<file path="src/rtl/div_pkg.sv">
// div_pkg: shared operand width and request/response records for the divide issue stage
package div_pkg;
    localparam int OPW = 4;
    localparam int TAG_MAX = 8;

    typedef struct packed {
        logic [OPW-1:0]     a;
        logic [OPW-1:0]     b;
        logic [TAG_MAX-1:0] tag;
    } div_req_t;

    typedef struct packed {
        logic [OPW-1:0]     q;
        logic               dbz;
        logic [TAG_MAX-1:0] tag;
    } div_rsp_t;
endpackage

</file>
<file path="src/rtl/div_req_fifo.sv">
// div_req_fifo: circular request buffer with registered count, full and empty
module div_req_fifo
    import div_pkg::*;
#(
    parameter int DEPTH = 4
) (
    input  logic                     clk,
    input  logic                     rst,
    input  logic                     push,
    input  logic                     pop,
    input  div_req_t                 wdata,
    output div_req_t                 rdata,
    output logic                     full,
    output logic                     empty,
    output logic [$clog2(DEPTH):0]   count
);
    localparam int AW = $clog2(DEPTH);

    div_req_t      mem [DEPTH];
    logic [AW-1:0] wp, rp;

    always_ff @(posedge clk) begin
        if (push) mem[wp] <= wdata;
    end

    always_ff @(posedge clk) begin
        if (rst) begin
            wp    <= '0;
            rp    <= '0;
            count <= '0;
        end else begin
            if (push) wp <= wp + 1'b1;
            if (pop) rp <= rp + 1'b1;
            count <= count + (AW+1)'(push) - (AW+1)'(pop);
        end
    end

    assign rdata = mem[rp];
    assign full  = count == (AW+1)'(DEPTH);
    assign empty = count == '0;
endmodule

</file>
<file path="src/rtl/div_issue_stage.sv">
// div_issue_stage: queues divide requests, feeds the external divider and registers its result
module div_issue_stage
    import div_pkg::*;
#(
    parameter int DEPTH = 4,
    parameter int TAG_W = 3
) (
    input  logic                     clk,
    input  logic                     rst,
    input  logic                     req_valid,
    output logic                     req_ready,
    input  logic [OPW-1:0]           req_a,
    input  logic [OPW-1:0]           req_b,
    input  logic [TAG_W-1:0]         req_tag,
    output logic [OPW-1:0]           div_a,
    output logic [OPW-1:0]           div_b,
    input  logic [OPW-1:0]           div_q,
    input  logic                     div_dbz,
    output logic                     rsp_valid,
    input  logic                     rsp_ready,
    output logic [OPW-1:0]           rsp_q,
    output logic                     rsp_dbz,
    output logic [TAG_W-1:0]         rsp_tag,
    output logic [$clog2(DEPTH):0]   occupancy,
    output logic [7:0]               dbz_count
);
    div_req_t head;
    div_rsp_t rsp;
    logic     full, empty, push, load;
    logic     unused_tag_hi;

    assign req_ready = !full;
    assign push      = req_valid && req_ready;
    assign load      = !empty && (!rsp_valid || rsp_ready);

    div_req_fifo #(.DEPTH(DEPTH)) u_fifo (
        .clk   (clk),
        .rst   (rst),
        .push  (push),
        .pop   (load),
        .wdata ('{a: req_a, b: req_b, tag: TAG_MAX'(req_tag)}),
        .rdata (head),
        .full  (full),
        .empty (empty),
        .count (occupancy)
    );

    // Gate the divider inputs so an empty queue never shows stale operands.
    assign div_a = empty ? '0 : head.a;
    assign div_b = empty ? '0 : head.b;

    always_ff @(posedge clk) begin
        if (rst) begin
            rsp_valid <= 1'b0;
            rsp       <= '0;
            dbz_count <= '0;
        end else if (load) begin
            rsp_valid <= 1'b1;
            rsp       <= '{q: div_q, dbz: div_dbz, tag: head.tag};
            dbz_count <= dbz_count + 8'(div_dbz && dbz_count != 8'hFF);
        end else if (rsp_ready) begin
            rsp_valid <= 1'b0;
        end
    end

    assign rsp_q         = rsp.q;
    assign rsp_dbz       = rsp.dbz;
    assign rsp_tag       = rsp.tag[TAG_W-1:0];
    assign unused_tag_hi = ^rsp.tag;
endmodule

</file>
<file path="config.mk">
export PLATFORM = sky130hd
export DESIGN_NAME = div_issue_stage
export DESIGN_NICKNAME = d
export VERILOG_FILES = /design/src/rtl/div_pkg.sv /design/src/rtl/div_req_fifo.sv /design/src/rtl/div_issue_stage.sv
export SDC_FILE = /design/constraint.sdc
export NUM_CORES = 1
export LEC_CHECK = 0
export CAP_MARGIN = 10
export CORE_MARGIN = 1
export CORE_UTILIZATION = 52
export CTS_CLUSTER_SIZE = 24
export DETAILED_ROUTE_END_ITERATION = 8
export HOLD_SLACK_MARGIN = 0.08
export PLACE_DENSITY = 0.84
export SYNTH_ARGS = -nofsm -noshare
export SYNTH_HDL_FRONTEND = slang
export SYNTH_SLANG_ARGS = --single-unit
export TNS_END_PERCENT = 1
</file>
<file path="constraint.sdc">
create_clock -name clk -period 2.8 [get_ports clk]
set_clock_uncertainty 0.15 [all_clocks]
set_input_delay 0.28 -clock clk [delete_from_list [all_inputs] [get_ports clk]]
set_output_delay 0.28 -clock clk [all_outputs]
set_load 0.1 [all_outputs]
</file>
* Word-level counts from Yosys, hierarchy flattened
Memory sizes are Yosys's and may differ from the RTL's. A register that Yosys moved wholly into a read port is not among the register bits. Index checks and enable logic that the tools add are counted.
Word-level totals: logic and storage cells 33, memories 1, input bits 20, memory bits (writable) 44, register bits 24, output and inout port bits 29
Memory list:
- u_fifo.mem | depth 4, bits a word 11, rd ports 1, clocked after memory_dff 1, write ports 1, line div_req_fifo.sv:19 | div_req_t mem [DEPTH];
Operators by class: reductions and logical operators 9, multiplexer cells 8, add/sub/neg operators 5, eq/ne operators 2
Operators with widths (number):
- 8-bit by 1-bit adder with 8-bit output | 1
- 4-bit two-way mux | 2
- 8-bit != test, second input constant | 1
- 2-bit by 1-bit adder with 2-bit output, second input constant | 2
- 1-bit two-way mux | 4
- 2-bit two-way mux | 2
- 3-bit by 1-bit adder with 3-bit output | 1
- 3-bit equality test, second input constant | 1
- 1-bit logical AND | 3
- 1-bit zero test | 3
- 3-bit zero test | 1
- 3-bit by 1-bit subtractor with 3-bit output | 1
- 2-bit nonzero test | 1
- 1-bit logical OR | 1

* Depth between registers and ports, before layout
Gate-level depths: netlist of run 1.
depth after elaboration 5, mapped depth 11, depth with buffers taken out 10

* Hierarchy
From an unflattened synthesis of run 1, not the netlist that was laid out.
Unflattened totals: cell total of the unflattened synthesis 229, area, all modules 3631.0 um^2
Modules (own cells, without submodules):
- div_req_fifo | area each 2785.2 um^2, instances 1, cells each 126, seq. area each 2102.0 um^2
- div_issue_stage | area each 845.8 um^2, instances 1, cells each 103, seq. area each 340.3 um^2

* Worst setup path after synthesis of run 1
Ideal clock, no wire load.
kind register to register, start point reg u_fifo.count[1], end point reg u_fifo.count[2], library setup time 78 ps, arrival time 2840 ps, slack -268 ps, stages on the path, launching flop included 12, path buffers 1, required time 2572 ps, clock period less this slack 3068 ps, cell sequence dfxtp_1 > nor3_2 > buf_6 > nor2_1 > ha_1 > inv_1 > ha_1 > inv_1 > fa_1 > xor2_1 > and2_2 > nor3_1
Between the ends: elaborated cells on any way between the ends 8, those cells by class 2 x add/sub; 1 x eq/ne; 5 x reduce/logical
RTL lines:
- start: declaration | line div_req_fifo.sv:15 | output logic [$clog2(DEPTH):0] count
- start signal: assignment | line div_req_fifo.sv:34 | count <= count + (AW+1)'(push) - (AW+1)'(pop);
- 3-bit zero test | line div_req_fifo.sv:40 | assign empty = count == '0;
- 1-bit zero test | line div_issue_stage.sv:34 | assign load = !empty && (!rsp_valid || rsp_ready);
- 1-bit logical AND | line div_issue_stage.sv:34
- net load | line div_issue_stage.sv:29 | logic full, empty, push, load;
- 3-bit by 1-bit subtractor with 3-bit output | line div_req_fifo.sv:34
The timed path passes the listed nets, and every way through them passes these cells. A chain may end at the register's enable or synchronous reset.

==> results of run 1 <==
==> layer usage <==
layer | part of all wire [%] | vias up | track usage (%)
met4 | 2.3 | 0 | 7.55
met3 | 4.5 | 13 | 6.19
li1 | - | 888 | -
met5 | 0 | - | 0
met2 | 50 | 53 | 33.5
met1 | 43 | 904 | 24.1
==> worst min-delay path by stage <==
stage | from | endpoint | slack (ns) | cells after the start
finish | rsp_q[1] | rsp_q[1] | 0.33 | 2
global route | rsp_q[1] | rsp_q[1] | 0.35 | 2
CTS | rsp_q[1] | rsp_q[1] | 0.33 | 2
detailed placement | rsp_q[1] | rsp_q[1] | 0.32 | 2
global placement | rsp_q[2] | rsp_q[2] | 0.32 | 2
floorplan | req_tag[0] | u_fifo.mem[0][0] | 0.23 | 0
==> cells in the final DEF (no fill, tap or decap), types with 2 or more instances in the layout <==
cell              n
nor2_1            9
nand2_1           2
nor4_2            4
nor2b_1           6
dfxtp_2           4
dfxtp_1          22
buf_4            26
clkdlybuf4s50_1  19
mux4_2           11
o21ai_1          10
a21oi_1          17
or4_1             2
clkbuf_8         11
buf_12            8
mux2_1            4
nand4_1           3
ha_1              8
nand3_1          13
o31ai_1           2
o21ai_0           3
and3_1            4
or3_1             2
edfxtp_1         44
and2_1            8
clkbuf_1          4
inv_1             9
==> stage by stage <==
step           hold slack (ns)  power [W]  setup slack (ns)  cell area [µm²]  utilization [%]
6_report                 0.332    0.00445             0.421             3660             69.4
5_1_grt                  0.350    0.00463             0.308             3660             69.4
4_1_cts                  0.334    0.00447             0.377             3660             69.4
3_5_place_dp             0.325    0.00377             0.259             3490             66.2
3_3_place_gp             0.317    0.00372             0.300             3490             66.2
2_1_floorplan            0.229    0.00315            0.0834             2930                -
==> state kept, by name, indices dropped and copies added, names as in the netlist, named ones only <==
signal	count
dbz_count	8
rsp_dbz	1
rsp_q	4
rsp_tag	3
rsp_valid	1
u_fifo.count	3
u_fifo.mem	44
u_fifo.rp	2
u_fifo.wp	2
==> cell type report <==
| class | instances | area [µm²] |
|---|---|---|
| timing repair buffer | 53 | 546 |
| clock buffer | 15 | 166 |
| tap | 70 | 87.6 |
| fill | 349 | 1610 |
| sequential | 70 | 1850 |
| multi-input combinational | 118 | 975 |
| clock inverter | 1 | 5.00 |
| inverter | 9 | 33.8 |
==> where the power goes <==
part	internal [W]	total [W]	switching (W)
Clock	0.000370	0.000712	0.000342
Combinational	0.000747	0.00234	0.00159
Sequential	0.00127	0.00140	0.000130
Total	0.00239	0.00445	0.00206
==> critical path: stages (launching register included) <==
cell     delay (ns)
dfxtp_1        0.49
buf_4          0.26
mux4_2         0.50
and2_1         0.20
buf_12         0.17
==> kinds of logic (layout without fill, tap and decap cells) <==
group,Yosys count,count (layout),share of synthesized area [%]
buffers and inverters,21,78,3.64
AO/OA/AOI/OAI,35,35,6.72
XOR/XNOR,1,1,0.300
adder cells (fa/ha/maj),9,9,4.11
flip-flops,70,70,63.0
AND/OR/NAND/NOR,58,58,12.2
multiplexers,15,15,10.0
==> results.py, run 1 <==
metrics = {
    "run_status": {
        "status": "finished, final reports clean",
    },
    "clock_tree": {
        "clock_sinks": 70,
        "clock-root-buffer": "clkbuf_8",
        "clockBufferDepth": 2,
        "cts_inserted_buffers": 9,
        "clk_pin_slew_ns": 0.07,
        "postCtsSetupBuffers": 0,
        "cts_tree": "yes",
        "clk_latency_ns": 0.34,
        "postCtsHoldBufs": 0,
        "cts_resized": 0,
        "cts_max_level": 3,
    },
    "synthesis": {
        "avgSynthCellArea_um2": 14.0,
        "yosysWarnings": 0,
        "synthArstFlopShare_pct": 0,
        "syn_area_um2": 2920,
        "ys_ff_latch": 70,
        "syn_inst": 209,
        "yosysMostFrequentCell": "edfxtp_1",
        "ys_types": 35,
        "seq_area_frac_synth_pct": 63.0,
        "ys.flop_type": "edfxtp_1",
        "yosys-top-cells-area": "edfxtp_1 (45%), dfxtp_1 (18%), mux4_2 (8.5%)",
        "syn_nets": 238,
        "netlist.area_leader.share_pct": 45.2,
        "synthTopCellsByCount": "edfxtp_1 (44), dfxtp_1 (26), a21oi_1 (17)",
        "synth-edff-count": 44,
        "netlist.top_cell.by_area": "edfxtp_1",
    },
    "job": {
        "maxCapViolCount": 0,
    },
    "setup_path": {
        "end_kind": "primary output",
        "cp.arrival_ns": 1.95,
        "crit_fanout": 7,
        "r2r.worst_path.cells": 10,
        "crit_type": "reg -> out",
        "r2r_end": "u_fifo.count[2]",
        "critPathRequiredTime_ns": 2.37,
        "cp-start-kind": "flip-flop",
        "r2r_slack_ns": 0.57,
        "reg2reg_from": "u_fifo.count[1]",
        "cp-endpoint": "div_a[3]",
    },
    "die": {
        "die_x_um": 77.0,
        "start_util_pct": 55.5,
        "num_io_pins": 49,
        "chipHeight_um": 77.0,
        "row_count": 26,
        "dieArea_um2": 5920,
        "core_area_um2": 5270,
    },
    "timing": {
        "setup-violations-final": 0,
        "fmax_mhz": 420,
        "fin_crit_ns": 2.38,
        "period_share_pct": 84.9,
        "setup-tns-final_ns": 0,
        "timing_hold_violations_final": 0,
        "worst_pin_slew_ns": 0.662,
        "slew_viol_final": 0,
        "relSlewSlack_pct": 55.9,
        "grt_setup_unrepaired": "no",
    },
    "detailed_routing": {
        "viasPerCell": 5.53,
        "remaining_drc_errors": 0,
        "drt_wl_total_mm": 5.36,
        "drt-pass1-iter-count": 4,
        "drtIter0Drc": 130,
        "ant_nets": 0,
        "drt-wirelength-per-cell_um": 15.9,
        "vias": 1858,
    },
    "grt": {
        "grt_pass1_wl_mm": 8.82,
        "grt_max_degree": 22,
        "globalRouteOverflowTotal": 0,
        "antenna_found_initial": 0,
        "grt_pass1_vias": 1864,
        "grt_util_all_layers_pct": 19.9,
    },
    "place": {
        "gp_congestion": 0.697,
        "place_hpwl_mm": 3.62,
        "place_inst": 320,
        "portBuffers": 48,
    },
    "finish": {
        "n_antenna_cell": 0,
        "layout.cells.non_filler": 336,
        "area_growth_pct": 25.2,
        "nets": 290,
        "drive_gt1_share_pct": 25.9,
    },
    "power": {
        "irDropWorstVdd_uv": 687,
        "power.leakage_nw": 1.33,
        "power_density_nw_per_um2": 1210,
    },
    "min_path": {
        "hp-class": "reg -> reg",
    },
}
Note: power is estimated with default switching activity, not from simulation.
==> run 2, diff against run 1 <==
- clock period: 2.8 -> 2.4 ns (I/O delays scaled with it)
==> run 2 against run 1 <==
Effect of this change: hold slack got worse by 0.023 ns; critical endpoint is now div_a[0]; power increased by 21%; via count increased by 0.54%; combinational power rose by 20%; largest cell class unchanged; sequential power increased by 17%; largest power group unchanged.
==> results.py, run 2 (synthesis results as in run 1) <==
metrics = {
    "run_status": {
        "status": "finished, final reports clean",
    },
    "setup_path": {
        "crit_fanout": 19,
        "cp.arrival_ns": 1.88,
        "worstPathCellList": "or3_1, and2_1, buf_12",
        "critPathMaxStageDelay_ns": 0.68,
        "worstSetupStartpoint": "u_fifo.count[2]",
        "r2r_end": "u_fifo.count[2]",
        "reg2reg_from": "u_fifo.count[1]",
        "critPathRequiredTime_ns": 2.01,
        "r2r_slack_ns": 0.20,
        "crit_type": "reg -> out",
        "cp-start-kind": "flip-flop",
        "end_kind": "primary output",
        "r2r.worst_path.cells": 10,
        "critPathSlowestCell": "or3_1",
    },
    "clock_tree": {
        "postCtsHoldBufs": 0,
        "clk_latency_ns": 0.34,
        "cts_tree": "yes",
        "clock_sinks": 70,
        "clk_pin_slew_ns": 0.07,
        "cts_inserted_buffers": 9,
        "postCtsSetupBuffers": 0,
        "cts_max_level": 3,
        "clockBufferDepth": 2,
        "clock-root-buffer": "clkbuf_8",
        "cts_resized": 0,
    },
    "min_path": {
        "hp-class": "in -> reg",
        "holdPathEnd": "rsp_q[1]",
        "worstHoldStart": "div_q[1]",
        "hold_path_depth": 3,
    },
    "timing": {
        "relSlewSlack_pct": 53.5,
        "slew_viol_final": 0,
        "timing_hold_violations_final": 0,
        "grt_setup_unrepaired": "no",
        "worst_pin_slew_ns": 0.698,
        "fmax_mhz": 441,
        "fin_crit_ns": 2.27,
        "period_share_pct": 94.5,
        "setup-violations-final": 0,
    },
    "finish": {
        "drive_gt1_share_pct": 31.0,
        "layout.cells.non_filler": 338,
        "largest_register": "u_fifo.mem",
        "layout_common_cells": "edfxtp_1 (44), buf_4 (28), clkdlybuf4s50_1 (19), a21oi_1 (17), dfxtp_1 (14)",
        "area_growth_pct": 28.2,
        "nets": 292,
        "final_util_pct": 71.1,
        "largest_register_ffs": 44,
        "final_common_cell": "edfxtp_1",
        "n_antenna_cell": 0,
    },
    "grt": {
        "grt_busiest_layer": "met2",
        "grt.met1_usage_pct": 25.1,
        "grt_pass1_vias": 1798,
        "met3_usage_pct": 5.36,
        "globalRouteOverflowTotal": 0,
        "grt_util_all_layers_pct": 20.3,
        "antenna_found_initial": 0,
        "grtUsageMet2_pct": 33.0,
        "grt_max_degree": 22,
        "grt_pass1_wl_mm": 8.91,
    },
    "detailed_routing": {
        "viasPerCell": 5.53,
        "remaining_drc_errors": 0,
        "drtIter0Drc": 111,
        "drt_wl_total_mm": 5.48,
        "vias": 1868,
        "drt-pass1-iter-count": 4,
        "drt-wirelength-per-cell_um": 16.2,
        "ant_nets": 0,
    },
    "die": {
        "die_x_um": 77.0,
        "num_io_pins": 49,
        "chipHeight_um": 77.0,
        "core_area_um2": 5270,
        "dieArea_um2": 5920,
        "start_util_pct": 55.5,
        "row_count": 26,
    },
    "power": {
        "net-switching-power_w": 0.00245,
        "p_clk_share_pct": 17.5,
        "power.leakage_nw": 1.37,
        "internal_power_w": 0.00293,
        "combPwrFrac_pct": 52.1,
        "power_density_nw_per_um2": 1440,
        "p_sw_share_pct": 45.6,
        "pwr-share-seq_pct": 30.4,
        "irDropWorstVdd_uv": 832,
    },
    "place": {
        "gp_congestion": 0.719,
        "portBuffers": 48,
        "place_inst": 322,
        "place_hpwl_mm": 3.67,
    },
    "job": {
        "maxCapViolCount": 0,
    },
}
run 2: how the worst max path moves through the flow:
stage,to,slack (ns),cells after the start
2_1_floorplan,u_fifo.count[2],-0.001,11
3_3_place_gp,u_fifo.count[2],0.006,11
3_5_place_dp,u_fifo.count[2],-0.12,11
4_1_cts,div_a[0],0.11,3
5_1_grt,u_fifo.count[2],0.04,10
6_report,div_a[0],0.13,3
run 2: worst max-delay path, delay by kind of cell (launching register included):
family / cells / cell delay [ns]
buffers and inverters: 1 / 0.17
flip-flops: 1 / 0.37
AND/OR/NAND/NOR: 2 / 0.99
run 2: layer usage:
metal | share of wire (%) | up-vias | routed length [µm]
met4 | 1.8 | 0 | 99
met3 | 4.7 | 10 | 255
met1 | 43 | 917 | 2370
met2 | 50 | 51 | 2750
met5 | 0 | - | 0
li1 | - | 890 | -
run 2: cell type report:
| cell class | instances | area, µm² |
|---|---|---|
| sequential | 70 | 1870 |
| fill | 376 | 1520 |
| multi-input combinational | 118 | 992 |
| timing repair buffer | 55 | 561 |
| clock buffer | 14 | 195 |
| tap | 70 | 87.6 |
| inverter | 9 | 33.8 |
| clock inverter | 2 | 11.3 |
run 2: power by group through the flow:
stage	Sequential [W]	Combinational (W)	Clock (W)
after global routing	0.00166	0.00294	0.00101
after floorplan	0.00219	0.00152	0
after global placement	0.00165	0.00276	0
after detailed placement	0.00166	0.00280	0
final	0.00164	0.00280	0.000943
after CTS	0.00164	0.00282	0.000956
run 2: per-stage QoR:
stage / setup WS [ns] / power [W] / hold WS [ns] / TNS, ns / cell area [µm²]
final: 0.132 / 0.00538 / 0.309 / 0 / 3750
after global routing: 0.0416 / 0.00561 / 0.303 / 0 / 3750
after CTS: 0.107 / 0.00541 / 0.298 / 0 / 3750
after detailed placement: -0.118 / 0.00447 / 0.324 / -0.118 / 3540
after global placement: 0.00573 / 0.00441 / 0.316 / 0 / 3540
after floorplan: -0.00120 / 0.00372 / 0.189 / -0.00120 / 2970
==> run 3, diff against run 2 <==
- CORE_UTILIZATION: 52 -> 45
- PLACE_DENSITY: 0.84 -> 0.75
==> run 3 against run 2 <==
Effect of this change: combinational power about the same; critical endpoint is now div_a[2]; sequential share of layout area down 0.067 points; via count down 0.75%; global-route usage down 2.9 points.
==> results.py, run 3 (synthesis results as in run 1) <==
metrics = {
    "clock_tree": {
        "cts_resized": 0,
        "cts_tree": "yes",
        "clock-root-buffer": "clkbuf_8",
        "clock_sinks": 70,
        "clockBufferDepth": 2,
        "clk_latency_ns": 0.34,
        "postCtsHoldBufs": 0,
        "clk_pin_slew_ns": 0.08,
        "postCtsSetupBuffers": 0,
        "cts_max_level": 3,
        "cts_inserted_buffers": 9,
    },
    "setup_path": {
        "crit_fanout": 11,
        "r2r_slack_ns": 0.26,
        "reg2reg_from": "u_fifo.count[1]",
        "cp-start-kind": "flip-flop",
        "r2r.worst_path.cells": 10,
        "cp.arrival_ns": 1.80,
        "crit_type": "reg -> out",
        "r2r_end": "u_fifo.count[2]",
        "end_kind": "primary output",
        "critPathRequiredTime_ns": 2.01,
    },
    "grt": {
        "grt_util_all_layers_pct": 17.4,
        "grt_max_degree": 22,
        "antenna_found_initial": 0,
        "globalRouteOverflowTotal": 0,
        "grt_pass1_vias": 1745,
        "grt_pass1_wl_mm": 8.34,
    },
    "finish": {
        "final_util_pct": 61.6,
        "largest_register": "u_fifo.mem",
        "n_fill_cell": 468,
        "largest_register_ffs": 44,
        "area.sequential_um2": 1870,
        "final_common_cell": "edfxtp_1",
        "n_antenna_cell": 0,
        "nets": 293,
        "layout_common_cells": "edfxtp_1 (44), buf_4 (29), clkdlybuf4s50_1 (19), a21oi_1 (17), dfxtp_1 (14)",
        "layout.cells.non_filler": 344,
        "multi_input_area_um2": 992,
        "area_growth_pct": 28.4,
        "drive_gt1_share_pct": 32.0,
    },
    "job": {
        "maxCapViolCount": 0,
    },
    "timing": {
        "fin_crit_ns": 2.19,
        "worst_pin_slew_ns": 0.610,
        "grt_setup_unrepaired": "no",
        "fin_ws_ns": 0.214,
        "slew_viol_final": 0,
        "relSlewSlack_pct": 59.3,
        "whs_ns": 0.316,
        "fmax_mhz": 457,
        "setup-violations-final": 0,
        "timing_hold_violations_final": 0,
        "period_share_pct": 91.1,
    },
    "detailed_routing": {
        "remaining_drc_errors": 0,
        "ant_nets": 0,
        "vias": 1854,
        "drt-pass1-iter-count": 4,
        "drt_wl_total_mm": 5.22,
        "wl_met1_mm": 2.29,
        "routed-wl-met2_mm": 2.54,
        "viasPerCell": 5.39,
        "topRoutingLayerUsed": "met4",
        "drt-wirelength-per-cell_um": 15.2,
        "met3_length_um": 288,
        "drtIter0Drc": 136,
    },
    "die": {
        "core_area_um2": 6100,
        "dieArea_um2": 6820,
        "start_util_pct": 47.9,
        "num_io_pins": 49,
        "die_x_um": 82.6,
        "row_count": 28,
        "chipHeight_um": 82.6,
    },
    "place": {
        "gp_congestion": 0.726,
        "portBuffers": 48,
        "place_hpwl_mm": 3.48,
        "place_ws_ns": -0.0622,
        "place_inst": 328,
    },
    "min_path": {
        "hold_path_depth": 3,
        "worstHoldStart": "div_q[1]",
        "holdPathEnd": "rsp_q[1]",
        "hp-class": "in -> reg",
    },
    "power": {
        "internal_power_w": 0.00289,
        "power_density_nw_per_um2": 1420,
        "net-switching-power_w": 0.00246,
        "power_w": 0.00535,
        "power.leakage_nw": 1.37,
        "combPwrFrac_pct": 52.2,
        "p_sw_share_pct": 46.0,
        "p_clk_share_pct": 17.3,
        "irDropWorstVdd_uv": 939,
        "pwr-share-seq_pct": 30.5,
    },
    "run_status": {
        "status": "finished, final reports clean",
    },
}
==> run 3: cell types whose count changed in the layout (fill, tap and decap cells not counted) <==
| cell | change |
|---|---|
| buf_4 | +1 |
| bufinv_16 | +1 |
| clkbuf_1 | -2 |
| clkbuf_16 | -2 |
| clkbuf_8 | -1 |
| clkinv_2 | +1 |
| clkinv_4 | +2 |
| clkinvlp_4 | +1 |
| inv_4 | -1 |
| inv_6 | +1 |
==> run 3: final cells by class <==
type	count	area share (%)
flip-flops and latches	70	49.7
multi-input cells	118	26.4
well taps	75	2.50
inverters	9	0.900
clock buffers	9	3.30
clock inverters	7	1.97
repair buffers	56	15.1
==> run 3: per-layer routing <==
layer / vias to the layer above / global-route usage, %
met2: 49 / 27.4
met5: - / 0
met1: 901 / 21.7
met4: 0 / 11.4
met3: 7 / 3.63
li1: 897 / -
==> run 3: how the worst max path moves through the flow <==
stage                                  to  slack (ns)  cells after the start
after detailed placement  u_fifo.count[2]       -0.06                     11
after global placement    u_fifo.count[2]      -0.001                     11
after global routing      u_fifo.count[2]        0.07                     10
after CTS                        div_a[3]        0.18                      4
after floorplan           u_fifo.count[2]      -0.001                     11
final                            div_a[2]        0.21                      4
==> run 3: power by group through the flow <==
stage                     logic [W]  clock network (W)  registers, W
after floorplan             0.00152                  0       0.00219
after global placement      0.00279                  0       0.00165
after detailed placement    0.00281                  0       0.00166
after CTS                   0.00281           0.000948       0.00163
after global routing        0.00293            0.00100       0.00166
final                       0.00279           0.000927       0.00163
==> run 3: worst max-delay path, cell delays in order, from the launching register on <==
cell,delay (ns)
dfxtp_1,0.32
buf_4,0.24
mux4_2,0.53
and2_1,0.20
buf_12,0.17
==> run 3: per-stage QoR <==
| stage | instance area [µm²] | TNS [ns] |
|---|---|---|
| after floorplan | 2970 | -0.00120 |
| after global placement | 3550 | -0.00108 |
| after detailed placement | 3550 | -0.0622 |
| after CTS | 3750 | 0 |
| after global routing | 3750 | 0 |
| final | 3750 | 0 |
